--- config.mk ---
export PLATFORM = sky130hd
export DESIGN_NAME = key_event_sequencer
export DESIGN_NICKNAME = d
export VERILOG_FILES = /design/src/rtl/ps2_keys_pkg.sv /design/src/rtl/key_char_fifo.sv /design/src/rtl/key_event_sequencer.sv
export SDC_FILE = /design/constraint.sdc
export NUM_CORES = 1
export LEC_CHECK = 0
export CAP_MARGIN = 15
export CORE_ASPECT_RATIO = 0.7
export CORE_MARGIN = 5
export CORE_UTILIZATION = 35
export DETAILED_ROUTE_END_ITERATION = 16
export GPL_TIMING_DRIVEN = 0
export SYNTH_ARGS = -nofsm -noshare
export SYNTH_HDL_FRONTEND = slang
export SYNTH_HIERARCHICAL = 1
export SYNTH_SLANG_ARGS = --single-unit
--- constraint.sdc ---
create_clock -name clk -period 5.55 [get_ports clk]
set_input_delay 1.11 -clock clk [delete_from_list [all_inputs] [get_ports clk]]
set_output_delay 1.11 -clock clk [all_outputs]
set_load 0.02 [all_outputs]
--- src/rtl/ps2_keys_pkg.sv ---
`default_nettype none
// ============================================================================
// Module      : ps2_keys_pkg
// Description : Shared PS/2 scancode constants, sequencer FSM state encoding
//               and small scancode classification helpers.
// Revision    : 1.0 - initial release
// ============================================================================
package ps2_keys_pkg;

    localparam logic [7:0] KEY_BREAK  = 8'hF0;
    localparam logic [7:0] KEY_EXT    = 8'hE0;
    localparam logic [7:0] KEY_LSHIFT = 8'h12;
    localparam logic [7:0] KEY_RSHIFT = 8'h59;
    localparam logic [7:0] KEY_CAPS   = 8'h58;
    localparam logic [7:0] KEY_LANG   = 8'h0E;

    typedef enum logic [2:0] {
        ST_IDLE    = 3'd0,
        ST_BRK     = 3'd1,
        ST_EXT     = 3'd2,
        ST_EXT_BRK = 3'd3,
        ST_ISSUE   = 3'd4,
        ST_WAIT    = 3'd5,
        ST_CAPTURE = 3'd6
    } key_state_t;

    // Keys that change translator state but never produce a character
    function automatic logic is_non_char(input logic [7:0] code);
        return (code == KEY_LSHIFT) || (code == KEY_RSHIFT) ||
               (code == KEY_CAPS)   || (code == KEY_LANG);
    endfunction

    // Toggle keys whose typematic repeats must not re-toggle the translator
    function automatic logic is_toggle(input logic [7:0] code);
        return (code == KEY_CAPS) || (code == KEY_LANG);
    endfunction

endpackage
`default_nettype wire

--- src/rtl/key_char_fifo.sv ---
`default_nettype none
// ============================================================================
// Module      : key_char_fifo
// Description : Parameterised synchronous FIFO. Simultaneous push and pop are
//               both honoured (also when full); pop on empty is ignored and a
//               push into a full FIFO without a pop is dropped.
// Revision    : 1.0 - initial release
// ============================================================================
module key_char_fifo #(
    parameter int DEPTH = 8,
    parameter int WIDTH = 8
) (
    input  logic                     clk,
    input  logic                     rst,
    input  logic                     push,
    input  logic [WIDTH-1:0]         din,
    input  logic                     pop,
    output logic [WIDTH-1:0]         dout,
    output logic                     full,
    output logic                     empty,
    output logic [$clog2(DEPTH):0]   count
);

    localparam int c_AW = $clog2(DEPTH);
    localparam int c_CW = c_AW + 1;

    logic [WIDTH-1:0] r_mem [DEPTH];
    logic [c_AW-1:0]  r_wr_ptr;
    logic [c_AW-1:0]  r_rd_ptr;
    logic [c_CW-1:0]  r_count;
    logic             w_pop_ok;
    logic             w_push_ok;

    assign empty     = (r_count == '0);
    assign full      = (r_count == c_CW'(DEPTH));
    assign w_pop_ok  = pop && !empty;
    assign w_push_ok = push && (!full || w_pop_ok);
    assign count     = r_count;
    assign dout      = empty ? '0 : r_mem[r_rd_ptr];

    // Storage array: written on every accepted push
    always_ff @(posedge clk) begin
        if (w_push_ok) begin
            r_mem[r_wr_ptr] <= din;
        end
    end

    // Pointers wrap naturally because DEPTH is a power of two
    always_ff @(posedge clk) begin
        if (rst) begin
            r_wr_ptr <= '0;
            r_rd_ptr <= '0;
            r_count  <= '0;
        end else begin
            if (w_push_ok) begin
                r_wr_ptr <= r_wr_ptr + c_AW'(1);
            end
            if (w_pop_ok) begin
                r_rd_ptr <= r_rd_ptr + c_AW'(1);
            end
            case ({w_push_ok, w_pop_ok})
                2'b10:   r_count <= r_count + c_CW'(1);
                2'b01:   r_count <= r_count - c_CW'(1);
                default: r_count <= r_count;
            endcase
        end
    end

endmodule
`default_nettype wire

--- src/rtl/key_event_sequencer.sv ---
`default_nettype none
// ============================================================================
// Module      : key_event_sequencer
// Description : Strips PS/2 break/extended prefixes, drives the scancode
//               translator with single-cycle make/break pulses, samples the
//               translated ascii after the lookup latency and buffers
//               printable characters in a small FIFO.
// Revision    : 1.0 - initial release
// ============================================================================
module key_event_sequencer
    import ps2_keys_pkg::*;
#(
    parameter int FIFO_DEPTH  = 8,
    parameter int LOOKUP_WAIT = 2
) (
    input  logic                          clk,
    input  logic                          reset,
    input  logic [7:0]                    rx_data,
    input  logic                          rx_valid,
    output logic [7:0]                    scancode,
    output logic                          push_down,
    output logic                          push_up,
    input  logic [7:0]                    ascii,
    output logic [7:0]                    out_data,
    output logic                          out_valid,
    input  logic                          out_ready,
    output logic [$clog2(FIFO_DEPTH):0]   fifo_count,
    output logic                          busy,
    output logic                          overflow
);

    localparam int                c_WAIT_W    = $clog2(LOOKUP_WAIT);
    localparam logic [c_WAIT_W-1:0] c_WAIT_INIT = c_WAIT_W'(LOOKUP_WAIT - 2);

    key_state_t          r_state;
    key_state_t          w_state_next;
    logic [7:0]          r_code;
    logic                r_is_break;
    logic                r_suppress;
    logic [7:0]          r_held_code;
    logic                r_held_valid;
    logic                r_skid_valid;
    logic [7:0]          r_skid_data;
    logic [c_WAIT_W-1:0] r_wait_cnt;
    logic                r_overflow;

    logic                w_accept;
    logic                w_byte_valid;
    logic [7:0]          w_byte;
    logic                w_latch;
    logic                w_latch_brk;
    logic                w_push_down;
    logic                w_push_up;
    logic                w_enq;
    logic                w_skid_drop;
    logic                w_fifo_drop;
    logic                w_fifo_full;
    logic                w_fifo_empty;

    // Prefix-tracking states can take a byte; the skid always goes first
    assign w_accept     = (r_state == ST_IDLE) || (r_state == ST_BRK) ||
                          (r_state == ST_EXT)  || (r_state == ST_EXT_BRK);
    assign w_byte_valid = w_accept && (r_skid_valid || rx_valid);
    assign w_byte       = r_skid_valid ? r_skid_data : rx_data;
    assign w_skid_drop  = !w_accept && rx_valid && r_skid_valid;
    assign w_fifo_drop  = w_enq && w_fifo_full && !out_ready;

    // State register
    always_ff @(posedge clk) begin
        if (reset) begin
            r_state <= ST_IDLE;
        end else begin
            r_state <= w_state_next;
        end
    end

    // Next-state decode plus pulse and enqueue strobes
    always_comb begin
        w_state_next = r_state;
        w_latch      = 1'b0;
        w_latch_brk  = 1'b0;
        w_push_down  = 1'b0;
        w_push_up    = 1'b0;
        w_enq        = 1'b0;
        case (r_state)
            ST_IDLE: begin
                if (w_byte_valid) begin
                    if (w_byte == KEY_BREAK) begin
                        w_state_next = ST_BRK;
                    end else if (w_byte == KEY_EXT) begin
                        w_state_next = ST_EXT;
                    end else begin
                        w_latch      = 1'b1;
                        w_state_next = ST_ISSUE;
                    end
                end
            end
            ST_BRK: begin
                if (w_byte_valid) begin
                    w_latch      = 1'b1;
                    w_latch_brk  = 1'b1;
                    w_state_next = ST_ISSUE;
                end
            end
            ST_EXT: begin
                if (w_byte_valid) begin
                    w_state_next = (w_byte == KEY_BREAK) ? ST_EXT_BRK : ST_IDLE;
                end
            end
            ST_EXT_BRK: begin
                if (w_byte_valid) begin
                    w_state_next = ST_IDLE;
                end
            end
            ST_ISSUE: begin
                w_push_down  = !r_is_break && !r_suppress;
                w_push_up    = r_is_break;
                w_state_next = ST_WAIT;
            end
            ST_WAIT: begin
                if (r_wait_cnt == '0) begin
                    w_state_next = r_is_break ? ST_IDLE : ST_CAPTURE;
                end
            end
            ST_CAPTURE: begin
                w_enq        = !r_is_break && !is_non_char(r_code) && (ascii != 8'h00);
                w_state_next = ST_IDLE;
            end
            default: begin
                w_state_next = ST_IDLE;
            end
        endcase
    end

    // Latched key event and typematic hold tracking
    always_ff @(posedge clk) begin
        if (reset) begin
            r_code       <= 8'h00;
            r_is_break   <= 1'b0;
            r_suppress   <= 1'b0;
            r_held_code  <= 8'h00;
            r_held_valid <= 1'b0;
        end else if (w_latch) begin
            r_code     <= w_byte;
            r_is_break <= w_latch_brk;
            r_suppress <= !w_latch_brk && r_held_valid &&
                          (w_byte == r_held_code) && is_toggle(w_byte);
            if (!w_latch_brk) begin
                r_held_code  <= w_byte;
                r_held_valid <= 1'b1;
            end else if (w_byte == r_held_code) begin
                r_held_valid <= 1'b0;
            end
        end
    end

    // One-entry skid absorbing bytes that arrive while a key is in flight
    always_ff @(posedge clk) begin
        if (reset) begin
            r_skid_valid <= 1'b0;
            r_skid_data  <= 8'h00;
        end else if (w_accept) begin
            if (r_skid_valid) begin
                r_skid_valid <= rx_valid;
                if (rx_valid) begin
                    r_skid_data <= rx_data;
                end
            end
        end else if (rx_valid && !r_skid_valid) begin
            r_skid_valid <= 1'b1;
            r_skid_data  <= rx_data;
        end
    end

    // Lookup latency counter, loaded during the pulse cycle
    always_ff @(posedge clk) begin
        if (reset) begin
            r_wait_cnt <= '0;
        end else if (r_state == ST_ISSUE) begin
            r_wait_cnt <= c_WAIT_INIT;
        end else if ((r_state == ST_WAIT) && (r_wait_cnt != '0)) begin
            r_wait_cnt <= r_wait_cnt - c_WAIT_W'(1);
        end
    end

    // Drop indication, one cycle after the dropping event
    always_ff @(posedge clk) begin
        if (reset) begin
            r_overflow <= 1'b0;
        end else begin
            r_overflow <= w_skid_drop || w_fifo_drop;
        end
    end

    key_char_fifo #(
        .DEPTH (FIFO_DEPTH),
        .WIDTH (8)
    ) u_fifo (
        .clk   (clk),
        .rst   (reset),
        .push  (w_enq),
        .din   (ascii),
        .pop   (out_ready),
        .dout  (out_data),
        .full  (w_fifo_full),
        .empty (w_fifo_empty),
        .count (fifo_count)
    );

    assign scancode  = r_code;
    assign push_down = w_push_down;
    assign push_up   = w_push_up;
    assign out_valid = !w_fifo_empty;
    assign busy      = (r_state != ST_IDLE) || r_skid_valid;
    assign overflow  = r_overflow;

endmodule
`default_nettype wire

Word level (Yosys, flattened, before mapping)
Memories as Yosys holds them, arrays and structs flattened. A register that Yosys moved wholly into a read port is not among the register bits.
Index checks and enable logic that the tools add are counted.
{"block": "totals", "romBits": 0, "out_inout_bits": 25, "latch_bits": 0, "mem_count": 1, "ramBits": 64, "elab_cells": 127, "regBits": 43}
{"block": "classes", "addsub": 5, "n_lt_le_gt_ge": 0, "reduce_logical": 46, "mux": 35, "multipliers": 0, "n_div": 0, "bitwise": 1, "n_shift": 0, "eq_ne": 26}
{"name": "u_fifo.r_mem", "depth": 8, "width": 8, "rd": 1, "rd_ports_with_merged_regs": 1, "wr": 1, "line": "key_char_fifo.sv:27", "rtl": "logic [WIDTH-1:0] r_mem [DEPTH];"}
{"operator": "two-way mux 8 bit", "n": 6}
{"operator": "two-way mux 3 bit", "n": 10}
{"operator": "== test 8 x 7 -> 1 bit (second input constant)", "n": 3}
{"operator": "one-hot mux 3 bit (6 select lines)", "n": 1}
{"operator": "== test 8 x 4 -> 1 bit (second input constant)", "n": 2}
{"operator": "== test 8 bit (second input constant)", "n": 2}
{"operator": "logical AND 1 bit", "n": 15}
{"operator": "two-way mux 1 bit", "n": 15}
{"operator": "inequality test 2 bit (second input constant)", "n": 7}
{"operator": "logical OR 1 bit", "n": 11}
{"operator": "== test 3 bit (second input constant)", "n": 3}
{"operator": "logical NOT 1 bit", "n": 9}
{"operator": "== test 8 x 5 -> 1 bit (second input constant)", "n": 1}
{"operator": "== test 8 bit", "n": 1}
{"operator": "one-hot mux 4 bit (2 select lines)", "n": 1}
{"operator": "nonzero test 8 bit", "n": 1}
{"operator": "adder 3 x 1 -> 3 bit (second input constant)", "n": 2}
{"operator": "== test 3 x 2 -> 1 bit (second input constant)", "n": 2}
{"operator": "AND reduction 5 bit", "n": 1}
{"operator": "adder 4 x 1 -> 4 bit (second input constant)", "n": 1}
{"operator": "== test 4 bit (second input constant)", "n": 1}
{"operator": "logical NOT 4 bit", "n": 1}
{"operator": "AND reduction 2 bit", "n": 2}
{"operator": "nonzero test 2 bit", "n": 2}
{"operator": "13 further kinds", "n": 13}

Logic depth before layout (Yosys ltp)
Gate-level depths: netlist of the first run.
{"block": "depth", "depth_word": 11, "ltp_mapped": 12}

Hierarchy
Netlist of the first run, hierarchy kept.
{"mod": "key_char_fifo", "area_each_um2": 3160.5, "n_inst": 1, "cells_per_inst": 184}
{"mod": "key_event_sequencer", "area_each_um2": 1869.3, "n_inst": 1, "cells_per_inst": 209}

Worst setup path before layout of the first run
No wires, ideal clock.
{"block": "synth_timing", "path_type": "input to register", "from": "in ascii[3]", "to": "mem u_fifo.r_mem[0][0] (enable)", "n_path_buf": 1, "setup_slack_ps": 2063, "setup_ps": 395, "stages": 6, "arrival_ps": 3092, "required_ps": 5155, "path_cell_list": "nor4_1 -> a2111oi_0 -> o21a_1 -> clkbuf_1 -> o21ai_2 -> nor4_1"}
{"block": "synth_between", "elab_chain_cells": 6}
{"item": "start, declared", "line": "key_event_sequencer.sv:23", "rtl": "input logic [7:0] ascii,"}
{"item": "nonzero test 8 bit", "line": "key_event_sequencer.sv:126", "rtl": "w_enq = !r_is_break && !is_non_char(r_code) && (ascii != 8'h00);"}
{"item": "logical AND 1 bit", "line": "key_event_sequencer.sv:126"}
{"item": "two-way mux 1 bit", "line": "key_event_sequencer.sv:85", "rtl": "case (r_state)"}
{"item": "net w_enq", "line": "key_event_sequencer.sv:54", "rtl": "logic w_enq;"}
{"item": "logical AND 1 bit", "line": "key_char_fifo.sv:37", "rtl": "assign w_push_ok = push && (!full || w_pop_ok);"}
{"item": "two-way mux 1 bit", "line": "key_char_fifo.sv:43", "rtl": "if (w_push_ok) begin"}
{"item": "two-way mux 1 bit (not written as such)", "line": "key_char_fifo.sv:44", "rtl": "r_mem[r_wr_ptr] <= din;"}
{"item": "end, declared", "line": "key_char_fifo.sv:27"}
The timed path passes the listed nets, and every way through them passes these cells.

Worst setup path in the final report of the first run
{"block": "layout_timing", "from": "in ascii[0]", "to": "mem u_fifo.r_mem[4][0] (enable)"}
The elaborated chain is that of the path after synthesis.

==> results.yml, run 1 <==
run_status:
  outcome: "complete, no violations"
drt:
  drcViolationCount: 0
  via_per_inst: 5.20
  wl_per_cell_um: 17.0
  vias: 3376
  dr.pass1.iters: 5
  ant_nets: 0
  totalWireLength_um: 11000
  dr.first_iter.drc_count: 275
cts:
  cts_tree: "done"
  clk_pin_slew_ns: 0.08
  cts_sinks: 110
  worstSkewPairLatency_ns: 0.35
  root_buffer: "clkbuf_16"
  cts_resized: 0
  cts_made_buffers: 9
  h-tree-depth: 3
  hold_buffers: 0
  clock_path_buffers: 2
  postCtsSetupRepairBufs: 0
critical_path:
  crit_type: "in2reg"
  cp.arrival_ns: 4.29
  start_kind: "input port"
  crit_fanout: 10
  cp_data_required_time_ns: 5.62
  endpoint_kind: "flop"
grt:
  grt_max_degree: 24
  track_usage: 0.136
  grt_overflow_total: 0
  grt_pass1_vias: 3278
  antenna_found_initial: 0
  grt_pass1_wl_um: 17900
finish:
  fillers: 1280
  final_common_cell: "edfxtp_1"
  n_antenna_cell: 0
  nNetsFinal: 479
  synthToLayoutAreaGrowth_pct: 20.8
  drive_gt1_frac: 0.170
  most-common-layout-cells: "64 x edfxtp_1, 46 x dfxtp_1, 44 x clkdlybuf4s50_1, 38 x nor2_1, 33 x nor3_1"
floorplanning:
  design.die.area_um2: 16900
  start_util: 0.359
  num_rows: 36
  ios: 45
  die_h_um: 110
  die_x_um: 153
  core-area_um2: 14000
sta:
  rsz0062_at_grt: "false"
  fmax_ghz: 0.237
  period_share: 0.761
  relSlewSlack: 0.426
  worst_pin_slew_ns: 0.858
  hold_violations: 0
  setup_viol: 0
  finalCriticalPeriod_ns: 4.22
  final.setup.tns_ns: 0
  final-max-slew-violation-count: 0
  worst_clock_skew_ns: 0.0146
  fin_ws_ns: 1.33
pwr:
  cellLeakagePower_nw: 2.08
  ir_drop_mv: 0.177
  p_per_area_nw_per_um2: 375
place:
  place_congestion: 0.802
  place_hpwl_um: 8000
  preCtsSetupSlack_ns: 0.878
  port_buffers: 44
synthesis:
  synth_nets: 418
  synth.cell_area_um2: 5030
  syn_inst: 393
  yosysSeqAreaShare: 0.565
  yosys_warnings: 6
  synth_edf_count: 64
  synth_ff_type: "edfxtp_1"
  ys_seq_elements: 110
  async_reset_ff_frac: 0
  avgSynthCellArea_um2: 12.8
  ys_types: 68
flow_run:
  drv_cap: 0
hold_path:
  hp-class: "reg2reg"
-- through the flow --
| stage | hold slack (ns) | power (mW) | cell area, um^2 | cells | utilization |
|---|---|---|---|---|---|
| finish | 0.505 | 2.28 | 6080 | 649 | 0.434 |
| floorplan | 0.464 | 1.39 | 5030 | 393 | - |
| detailed placement | 0.492 | 1.63 | 5750 | 632 | 0.411 |
| global route | 0.521 | 2.40 | 6080 | 649 | 0.434 |
| CTS | 0.513 | 2.30 | 6070 | 648 | 0.433 |
| global placement | 0.479 | 1.62 | 5710 | 627 | 0.407 |
-- registers in the layout, indices dropped and copies added (netlist names), named ones only --
signal / flops
r_held_code: 8
r_is_break: 1
scancode: 8
u_fifo/r_wr_ptr: 3
r_skid_valid: 1
r_state: 3
u_fifo/r_mem: 64
r_held_valid: 1
u_fifo/count: 4
r_skid_data: 8
u_fifo/r_rd_ptr: 3
r_suppress: 1
overflow: 1
r_wait_cnt: 1
-- worst max-delay path: stages --
cell	delay, ns
clkdlybuf4s50_1	0.67
nor4_1	0.11
a2111oi_0	0.57
o21a_1	0.25
clkbuf_1	0.35
o211ai_1	0.25
nor3_1	0.69
buf_4	0.28
-- logic make-up (layout without fill, tap and decap cells) --
kind of cell,Yosys count,after routing,share of synthesized area
AOI/OAI and AO/OA,62,62,0.0888
adders and majority gates,5,5,0.0139
muxes,44,44,0.133
buffers and inverters,30,96,0.0363
and+or+nand+nor,126,126,0.135
DFF,110,110,0.565
xor gates and xnor gates,16,16,0.0279
-- path summary, 6_finish.rpt --
kind | start | end | slack [ns] | depth (start not counted)
max | ascii[0] | u_fifo/r_mem[4][0] | 1.33 | 8
min | r_held_code[2] | r_held_code[2] | 0.51 | 2
max reg2reg | r_state[2] | u_fifo/r_mem[4][0] | 2.19 | 8
min reg2reg | r_held_code[2] | r_held_code[2] | 0.51 | 2
-- metal layers --
layer | vias to the layer above | track usage | wire length [um]
met5 | - | 0 | 0
li1 | 1612 | - | -
met4 | 0 | 0.0362 | 111
met1 | 1637 | 0.199 | 5500
met3 | 13 | 0.0312 | 617
met2 | 114 | 0.205 | 4810
-- Yosys cell counts (5+ instances only) --
cell type,n,area share
mux2i_1,19,0.038
nand3_1,5,0.0050
clkbuf_1,9,0.0067
mux2_2,7,0.016
dfxtp_1,46,0.18
a21oi_1,25,0.025
inv_1,8,0.0060
edfxtp_1,64,0.38
nor2_1,38,0.028
nand2_1,14,0.010
nand2b_1,6,0.0075
mux4_2,16,0.072
nor3_1,33,0.033
xor2_1,12,0.021
-- cell type report --
type	count	area [um^2]	area share
flip-flops and latches	110	2840	0.468
repair buffers	50	485	0.0799
clock inverters	7	91.3	0.0150
plain buffers	22	153	0.0251
inverters	8	30.0	0.00494
multi-input cells	253	2010	0.331
well taps	190	238	0.0391
clock buffers	9	225	0.0371
-- where the power goes --
part	internal, mW	switching, mW
sequential	0.899	0.0347
clock	0.327	0.330
combinational	0.325	0.363
total	1.55	0.727
(Power assumes the default switching activity.)
==> inputs of run 2 (changes only) <==
==> constraint.sdc (replaced) <==
create_clock -name clk -period 3.4 [get_ports clk]
set_input_delay 0.68 -clock clk [delete_from_list [all_inputs] [get_ports clk]]
set_output_delay 0.68 -clock clk [all_outputs]
set_load 0.02 [all_outputs]
==> run 2 against run 1 <==
Clock skew down 0.00083 ns; non-clock buffer count did not move; critical path type is now reg2out; worst hold slack better by 0.0010 ns; cell area increased by 0.84%; first-iteration DRC count shrank 3.3%; utilization up 0.37 points; register-to-register slack worse by 1.7 ns; via count is 0.18% lower; clock power rose by 63%; largest cell class unchanged; combinational power rose by 63%; flip-flop and latch count unchanged; count of clock-buffer cells in the layout stayed put.
==> results.yml, run 2 (same netlist as run 1, synthesis figures left out) <==
run_status:
  outcome: "complete, no violations"
drt:
  wl_per_cell_um: 17.0
  ant_nets: 0
  totalWireLength_um: 11100
  drcViolationCount: 0
  via_per_inst: 5.19
  dr.first_iter.drc_count: 266
  vias: 3370
  dr.pass1.iters: 5
cts:
  cts_sinks: 110
  clock_path_buffers: 2
  hold_buffers: 0
  clk_pin_slew_ns: 0.08
  root_buffer: "clkbuf_16"
  worstSkewPairLatency_ns: 0.35
  cts_tree: "done"
  cts_made_buffers: 9
  h-tree-depth: 3
grt:
  track_usage: 0.136
  use_met1: 0.200
  grt_max_degree: 24
  antenna_found_initial: 0
  grt_pass1_vias: 3271
  grt_use_met3: 0.0312
  busiest_layer: "met2"
  grt_use_met2: 0.205
  grt_pass1_wl_um: 18000
  grt_overflow_total: 0
finish:
  finish.utilization: 0.437
  n_antenna_cell: 0
  most-common-layout-cells: "64 x edfxtp_1, 46 x dfxtp_1, 41 x clkdlybuf4s50_1, 38 x nor2_1, 31 x nor3_1"
  drive_gt1_frac: 0.185
  largest_reg_flops: 64
  nNetsFinal: 479
  regMostFlops: "u_fifo/r_mem"
  stdcell_count: 649
  final_cell_area_um2: 6130
  fillers: 1271
  synthToLayoutAreaGrowth_pct: 21.8
  final_common_cell: "edfxtp_1"
  multi_input_area_um2: 2040
  seq_area_um2: 2840
sta:
  final-max-slew-violation-count: 0
  relSlewSlack: 0.420
  final.setup.tns_ns: 0
  finalCriticalPeriod_ns: 3.18
  worst_clock_skew_ns: 0.0138
  setup_viol: 0
  fmax_ghz: 0.314
  worst_pin_slew_ns: 0.867
  period_share: 0.936
  hold_violations: 0
  fin_ws_ns: 0.217
critical_path:
  reg2reg_from: "scancode[1]"
  start_kind: "flop"
  cp_data_required_time_ns: 2.72
  reg2regPathDepth: 11
  slowest_delay_ns: 0.57
  crit_path_top_delay_cell: "clkdlybuf4s50_1"
  cp.arrival_ns: 2.50
  crit_type: "reg2out"
  worstReg2RegEnd: "u_fifo/count[3]"
  worstPathCellList: "buf_2, buf_6, mux4_2, mux2i_1, nor2_1, clkdlybuf4s50_1"
  r2r_setup_slack_ns: 0.53
  endpoint_kind: "primary output"
  crit_fanout: 10
pwr:
  ir_drop_mv: 0.291
  cellLeakagePower_nw: 2.13
  p_per_area_nw_per_um2: 608
place:
  place_congestion: 0.802
  place_hpwl_um: 8000
  dp_cells: 632
  preCtsSetupSlack_ns: -0.842
  port_buffers: 44
  post_dp_cell_area_um2: 5750
flow_run:
  drv_cap: 0
floorplanning:
  die_x_um: 153
  core-area_um2: 14000
  start_util: 0.359
  die_h_um: 110
  design.die.area_um2: 16900
  num_rows: 36
  ios: 45
hold_path:
  whs_endpoint: "r_held_code[2]"
  hold_depth: 2
  hp-class: "reg2reg"
  hold_path.startpoint: "r_held_code[2]"
## run 2: final cells by class
type / count / share of cell area
repair buffers: 52 / 0.0829
clock buffers: 9 / 0.0368
multi-input cells: 253 / 0.333
inverters: 8 / 0.00490
clock inverters: 7 / 0.0149
well taps: 190 / 0.0388
plain buffers: 20 / 0.0243
flip-flops and latches: 110 / 0.464
## run 2: metrics by stage
stage	hold WS, ns	power (mW)
2_1_floorplan	0.464	2.27
3_3_place_gp	0.479	2.65
3_5_place_dp	0.492	2.67
4_1_cts	0.513	3.75
5_1_grt	0.521	3.92
6_report	0.506	3.72
## run 2: what timing repair did
| action | in CTS | in global routing |
|---|---|---|
| setup buffers | 0 | 2 |
| pin swaps | 0 | 0 |
| endpoints found under the setup margin | 65 | 38 |
| gates resized for setup | 4 | 7 |
## run 2: worst max-delay path: cells and delay by family, from the launching register on
kind,cells,cell delay (ns)
buffers and inverters,3,1.07
multiplexers,2,0.70
flip-flops,1,0.31
AND/OR/NAND/NOR,1,0.07
## run 2: power by group
part           internal (mW)  switching, mW  total, mW  leakage (nW)
Sequential              1.47         0.0609       1.53         0.952
Clock                  0.534          0.536       1.07         0.152
Combinational          0.533          0.592       1.12          1.02
Total                   2.54           1.19       3.72          2.13
## run 2: layer usage
metal / up-vias / wire length [um] / part of all wire
met4: 0 / 119 / 0.011
met5: - / 0 / 0
met2: 105 / 4810 / 0.43
met1: 1636 / 5460 / 0.49
li1: 1616 / - / -
met3: 13 / 677 / 0.061
## run 2: worst max-delay path by stage
stage	startpoint	cells past startpoint	endpoint	slack (ns)
2_1_floorplan	ascii[3]	6	u_fifo/r_mem[0][0]	0.34
3_3_place_gp	ascii[0]	7	u_fifo/r_mem[0][5]	-1.23
3_5_place_dp	ascii[0]	8	u_fifo/r_mem[4][4]	-0.84
4_1_cts	ascii[0]	11	u_fifo/count[3]	0.009
5_1_grt	ascii[3]	11	u_fifo/count[3]	-0.009
6_report	flop	6	out_data[3]	0.22
==> inputs of run 3 (changes only) <==
--- a/config.mk
+++ b/config.mk
@@ -9,6 +9,7 @@
 export CORE_ASPECT_RATIO = 0.7
 export CORE_MARGIN = 5
 export CORE_UTILIZATION = 35
+export CTS_BUF_LIST = sky130_fd_sc_hd__clkbuf_8 sky130_fd_sc_hd__clkbuf_16
 export DETAILED_ROUTE_END_ITERATION = 16
 export GPL_TIMING_DRIVEN = 0
 export SYNTH_ARGS = -nofsm -noshare
==> results of run 3 <==
Same layout as run 2: the final DEF is identical, and so are final timing and power.
